### src/rtl/sparc_exu_rrarb_n.sv
// Weighted round-robin arbiter with lock; combinational (zero-cycle) grant from state and req_vec.
// advance retires or extends the current grantee; no grant is held without a matching request.
module sparc_exu_rrarb_n #(
  parameter int N  = 4,
  parameter int CW = 2,
  localparam int IW = $clog2(N)
) (
  input  logic            clk,
  input  logic            arst_l,
  input  logic            se,
  input  logic [N-1:0]    req_vec,
  input  logic            advance,
  input  logic            lock,
  input  logic [N*CW-1:0] weight_vec,
  output logic [N-1:0]    grant_vec,
  output logic            grant_vld,
  output logic [IW-1:0]   grant_id
);

  logic [N-1:0]  park;
  logic          owner_vld;
  logic [IW-1:0] owner_id;
  logic [CW-1:0] cnt;

  logic [IW-1:0] park_idx;
  logic          owner_hit;
  logic          found;
  logic [IW-1:0] gnt_id;
  logic [CW-1:0] ecnt;
  logic [CW-1:0] wsel;

  logic unused_se;
  assign unused_se = se;

  always_comb begin
    park_idx = '0;
    for (int i = 0; i < N; i++) begin
      if (park[i]) park_idx = IW'(i);
    end
  end

  assign owner_hit = owner_vld & req_vec[owner_id];

  // Owner keeps the grant while it still requests; otherwise search circularly past the park holder.
  always_comb begin
    int            idx;
    logic [IW-1:0] idx_t;
    found  = 1'b0;
    gnt_id = '0;
    idx    = 0;
    idx_t  = '0;
    if (owner_hit) begin
      found  = 1'b1;
      gnt_id = owner_id;
    end else begin
      for (int k = 1; k <= N; k++) begin
        idx   = (int'(park_idx) + k) % N;
        idx_t = IW'(idx);
        if (!found && req_vec[idx_t]) begin
          found  = 1'b1;
          gnt_id = idx_t;
        end
      end
    end
  end

  assign grant_vld = found;
  assign grant_id  = gnt_id;
  assign grant_vec = found ? (N'(1) << gnt_id) : '0;

  assign wsel = weight_vec[int'(gnt_id)*CW +: CW];
  assign ecnt = (owner_vld && (gnt_id == owner_id)) ? cnt : '0;

  always_ff @(posedge clk or negedge arst_l) begin
    if (!arst_l) begin
      park      <= {1'b1, {(N-1){1'b0}}};
      owner_vld <= 1'b0;
      owner_id  <= '0;
      cnt       <= '0;
    end else if (advance && found) begin
      if (lock) begin
        owner_vld <= 1'b1;
        owner_id  <= gnt_id;
        cnt       <= ecnt;
      end else if (ecnt < wsel) begin
        owner_vld <= 1'b1;
        owner_id  <= gnt_id;
        cnt       <= ecnt + CW'(1);
      end else begin
        // Burst used up (or weight lowered below count): grantee drops to lowest priority.
        owner_vld <= 1'b0;
        cnt       <= '0;
        park      <= grant_vec;
      end
    end else if (owner_vld && !req_vec[owner_id]) begin
      owner_vld <= 1'b0;
      cnt       <= '0;
      park      <= N'(1) << owner_id;
    end
  end

endmodule

### config.mk
export PLATFORM = sky130hd
export DESIGN_NAME = sparc_exu_rrarb_n
export DESIGN_NICKNAME = d
export VERILOG_FILES = /design/src/rtl/sparc_exu_rrarb_n.sv
export SDC_FILE = /design/constraint.sdc
export NUM_CORES = 1
export LEC_CHECK = 0
export ABC_AREA = 1
export BUFFER_PORTS_ARGS = -buffer_cell sky130_fd_sc_hd__buf_2
export CAP_MARGIN = 30
export CORE_MARGIN = 3
export CORE_UTILIZATION = 57
export DETAILED_ROUTE_END_ITERATION = 10
export PLACE_DENSITY = 0.89
export REMOVE_ABC_BUFFERS = 1
export SETUP_SLACK_MARGIN = 0.2
export SYNTH_ARGS = -nofsm -noshare
export SYNTH_HDL_FRONTEND = slang
export SYNTH_SLANG_ARGS = --single-unit
### constraint.sdc
create_clock -name clk -period 6.5 [get_ports clk]
set_input_delay 1.625 -clock clk [delete_from_list [all_inputs] [get_ports clk]]
set_output_delay 1.625 -clock clk [all_outputs]
set_load 0.05 [all_outputs]
==> impl_metrics.csv <==
group,metric,value,unit
run_status,status,"completed",
global_routing,grt_first_pass_wirelength,4460,µm
timing,final.period_utilization,75.4,%
synthesis,yosysTopAreaCell,"nand2_1",
synthesis,ys.warnings.count,0,
die,die_x,48.9,µm
clocking,cts.clk_slew.worst_paths,0.05,ns
clocking,ctsRootBufferMaster,"clkbuf_4",
clocking,cts_tree,"built",
timing,hold_viol_final,0,
worst_setup_path,path_delay_family,"simple AND/OR/NAND/NOR gates",
timing,slew_headroom,45.8,%
min_path,hp-start,"park[3]$_DFFE_PN1P_",
clocking,htreeDepth,1,
clocking,clk_latency,0.25,ns
die,core,0.00161,mm²
synthesis,ys_seq_area_share,19.2,%
layout,fill_cells,148,
timing,slew_viol_final,0,
timing,tightest_slew,0.805,ns
die,ioPinCount,24,
synthesis,ys_top_cells_by_area,"nand2_1, dfrtp_1, nand3_1",
timing,fin_crit,4.90,ns
layout,layout.nets,218,
worst_setup_path,crit_path_cell_trace,"buf_2 -> inv_1 -> nand3_1 -> nand3_1 -> nand2_1 -> nand4_2 -> nand2_1 -> nand2_2 -> nand3_4 -> nand2_4 -> inv_1 -> nor2_1 -> buf_2",
placement,pre_cts_ws,1.64,ns
timing,clock_skew,0.00391,ns
detailed_routing,post_drt_wl_per_cell,11.5,µm
timing,fin_tns_setup,0,ns
global_routing,grt_usage,23.0,%
detailed_routing,drt_wl_total,2570,µm
synthesis,ys_ff_latch,8,
synthesis,synth.avg_cell_area,6.04,µm²
layout,num_antenna_cells,0,
worst_setup_path,worstPathRequired,4.88,ns
detailed_routing,routed_via_density,5.56,
worst_setup_path,criticalPathCategory,"primary input to primary output",
synthesis,syn_area,0.00105,mm²
timing,fmax,204,MHz
global_routing,grt_max_degree,11,
global_routing,use_met2,36.0,%
layout,postLayoutCoreUtil,75.5,%
worst_setup_path,path_buf_inv,4,
clocking,cts_max_path_buffers,2,
synthesis,synth_cell_types,24,
clocking,hold_buffers,0,
placement,dp_hpwl,2130,µm
timing,setup_violations,0,
layout,drive_gt1_share,29.0,%
detailed_routing,drc,0,
timing,rsz0062_at_grt,"no",
worst_setup_path,rr_startpoint,"park[3]$_DFFE_PN1P_",
placement,port_buffers,22,
clocking,cts_buffers,3,
detailed_routing,num_vias,1246,
worst_setup_path,cp_slowest_cell,"buf_2",
global_routing,busiest_layer,"met2",
min_path,min_path_type,"flop to flop",
placement,gp_congestion,0.849,
die,rows,14,
synthesis,netlist.area_leader.share,18.2,%
worst_setup_path,crit_path_end_kind,"primary output",
flow_run,cap_viol_max_count,0,
detailed_routing,dr.pass1.iters,4,
global_routing,use_met3,3.36,%
global_routing,use_met1,30.9,%
synthesis,netlist_instances,174,
detailed_routing,drt_first_iter_violations,38,
worst_setup_path,startpoint,"req_vec[2]",
timing,setup_slack,1.60,ns
worst_setup_path,crit_arrival,3.27,ns
die,initial_core_util,65.2,%
detailed_routing,antenna_left,0,
clocking,post_cts_resized,0,
worst_setup_path,critPathMaxStageDelay,0.30,ns
worst_setup_path,startpoint_type,"primary input",
worst_setup_path,cp_max_fo,10,
global_routing,globalRoute.totalOverflow,0,
layout,syn_to_final_growth,15.8,%
clocking,cts_setup_buffers,0,
clocking,cts_sinks,8,
die,die_height,48.9,µm
global_routing,grt_pass1_vias,1040,
global_routing,antenna_found_initial,0,
die,die_area,0.00240,mm²
-- area by class of cell --
type                       count  area (µm²)  share of cell area (%)
inverter                      28         105                    8.63
multi-input combinational    138         744                    61.2
timing repair buffer          22         110                    9.04
sequential                     8         201                    16.5
clock buffer                   4        26.3                    2.16
tap                           24        30.0                    2.47
-- tightest hold or removal path, stage by stage, from the launching register on --
cell	delay, ns
dfstp_2	0.38
nand2_1	0.06
nand2_1	0.04
-- cell usage in the layout, fill, tap and decap left out --
cell	synthesis	layout
nand2_1	51	51
nand3_1	30	30
buf_2	0	22
inv_1	20	20
nor2_1	9	9
inv_2	7	7
nand2_4	7	7
nand2_2	7	7
o21ai_0	7	7
dfrtp_1	7	7
nand4_1	6	6
o21ai_1	5	5
nand3_2	3	3
clkbuf_4	0	3
a21oi_1	2	2
nand4_2	2	2
nor2_2	2	2
o221ai_2	1	1
nor2_4	1	1
nand3_4	1	1
nor3_1	1	1
a21oi_2	1	1
clkinv_1	1	1
o22ai_1	1	1
o31ai_1	1	1
clkbuf_1	0	1
dfstp_2	1	1
-- routing by layer --
metal	share of wire (%)	vias to the layer above	wire (µm)
li1	-	630	-
met1	43	572	1110
met2	51	38	1310
met3	4.9	6	126
met4	1.1	0	29
met5	0	-	0
-- flip-flops by register name, summed over array words and instances, names as in the netlist --
register and flops:
owner_id 2, park 3, cnt 2, owner_vld 1
-- path summary, 6_finish.rpt --
check	endpoint	depth (start not counted)	slack, ns
setup reg to reg	park[1]$_DFFE_PN0P_	21	3.89
setup / recovery	grant_vec[2]	13	1.60
hold reg to reg	park[3]$_DFFE_PN1P_	2	0.48
max in group asynchronous	park[3]$_DFFE_PN1P_	1	5.06
hold / removal	park[3]$_DFFE_PN1P_	2	0.48
min in group asynchronous	owner_id[0]$_DFFE_PN0P_	1	1.20
-- cells in the mapped netlist --
| master | count |
|---|---|
| dfstp_2 | 1 |
| dfrtp_1 | 7 |
| o21ai_1 | 5 |
| o31ai_1 | 1 |
| nor3_1 | 1 |
| o22ai_1 | 1 |
| nand3_2 | 3 |
| nor2_2 | 2 |
| a21oi_1 | 2 |
| o21ai_0 | 7 |
| nand3_4 | 1 |
| nand4_1 | 6 |
| nand2_1 | 51 |
| inv_1 | 20 |
| nand2_4 | 7 |
| clkinv_1 | 1 |
| a21oi_2 | 1 |
| inv_2 | 7 |
| nor2_1 | 9 |
| o221ai_2 | 1 |
| nand3_1 | 30 |
| nand4_2 | 2 |
| nor2_4 | 1 |
| nand2_2 | 7 |
-- per-stage QoR --
| stage | cells | hold WS, ns | instance area [µm²] |
|---|---|---|---|
| floorplan | 174 | 0.456 | 1050 |
| global placement | 220 | 0.472 | 1190 |
| detailed placement | 220 | 0.475 | 1190 |
| CTS | 224 | 0.481 | 1220 |
| global route | 224 | 0.527 | 1220 |
| finish | 224 | 0.478 | 1220 |
-- logic make-up (layout without fill, tap and decap cells) --
kind of cell,count (synthesis),in the layout,synth area share (%)
buffers and inverters,28,54,10.0
AND/OR/NAND/NOR,120,120,60.6
flip-flops,8,8,19.2
AO/OA/AOI/OAI,18,18,10.2
Power is left out: the tool's default activity adds up to more than one toggle a clock period on the data nets, which glitch-free logic cannot reach.
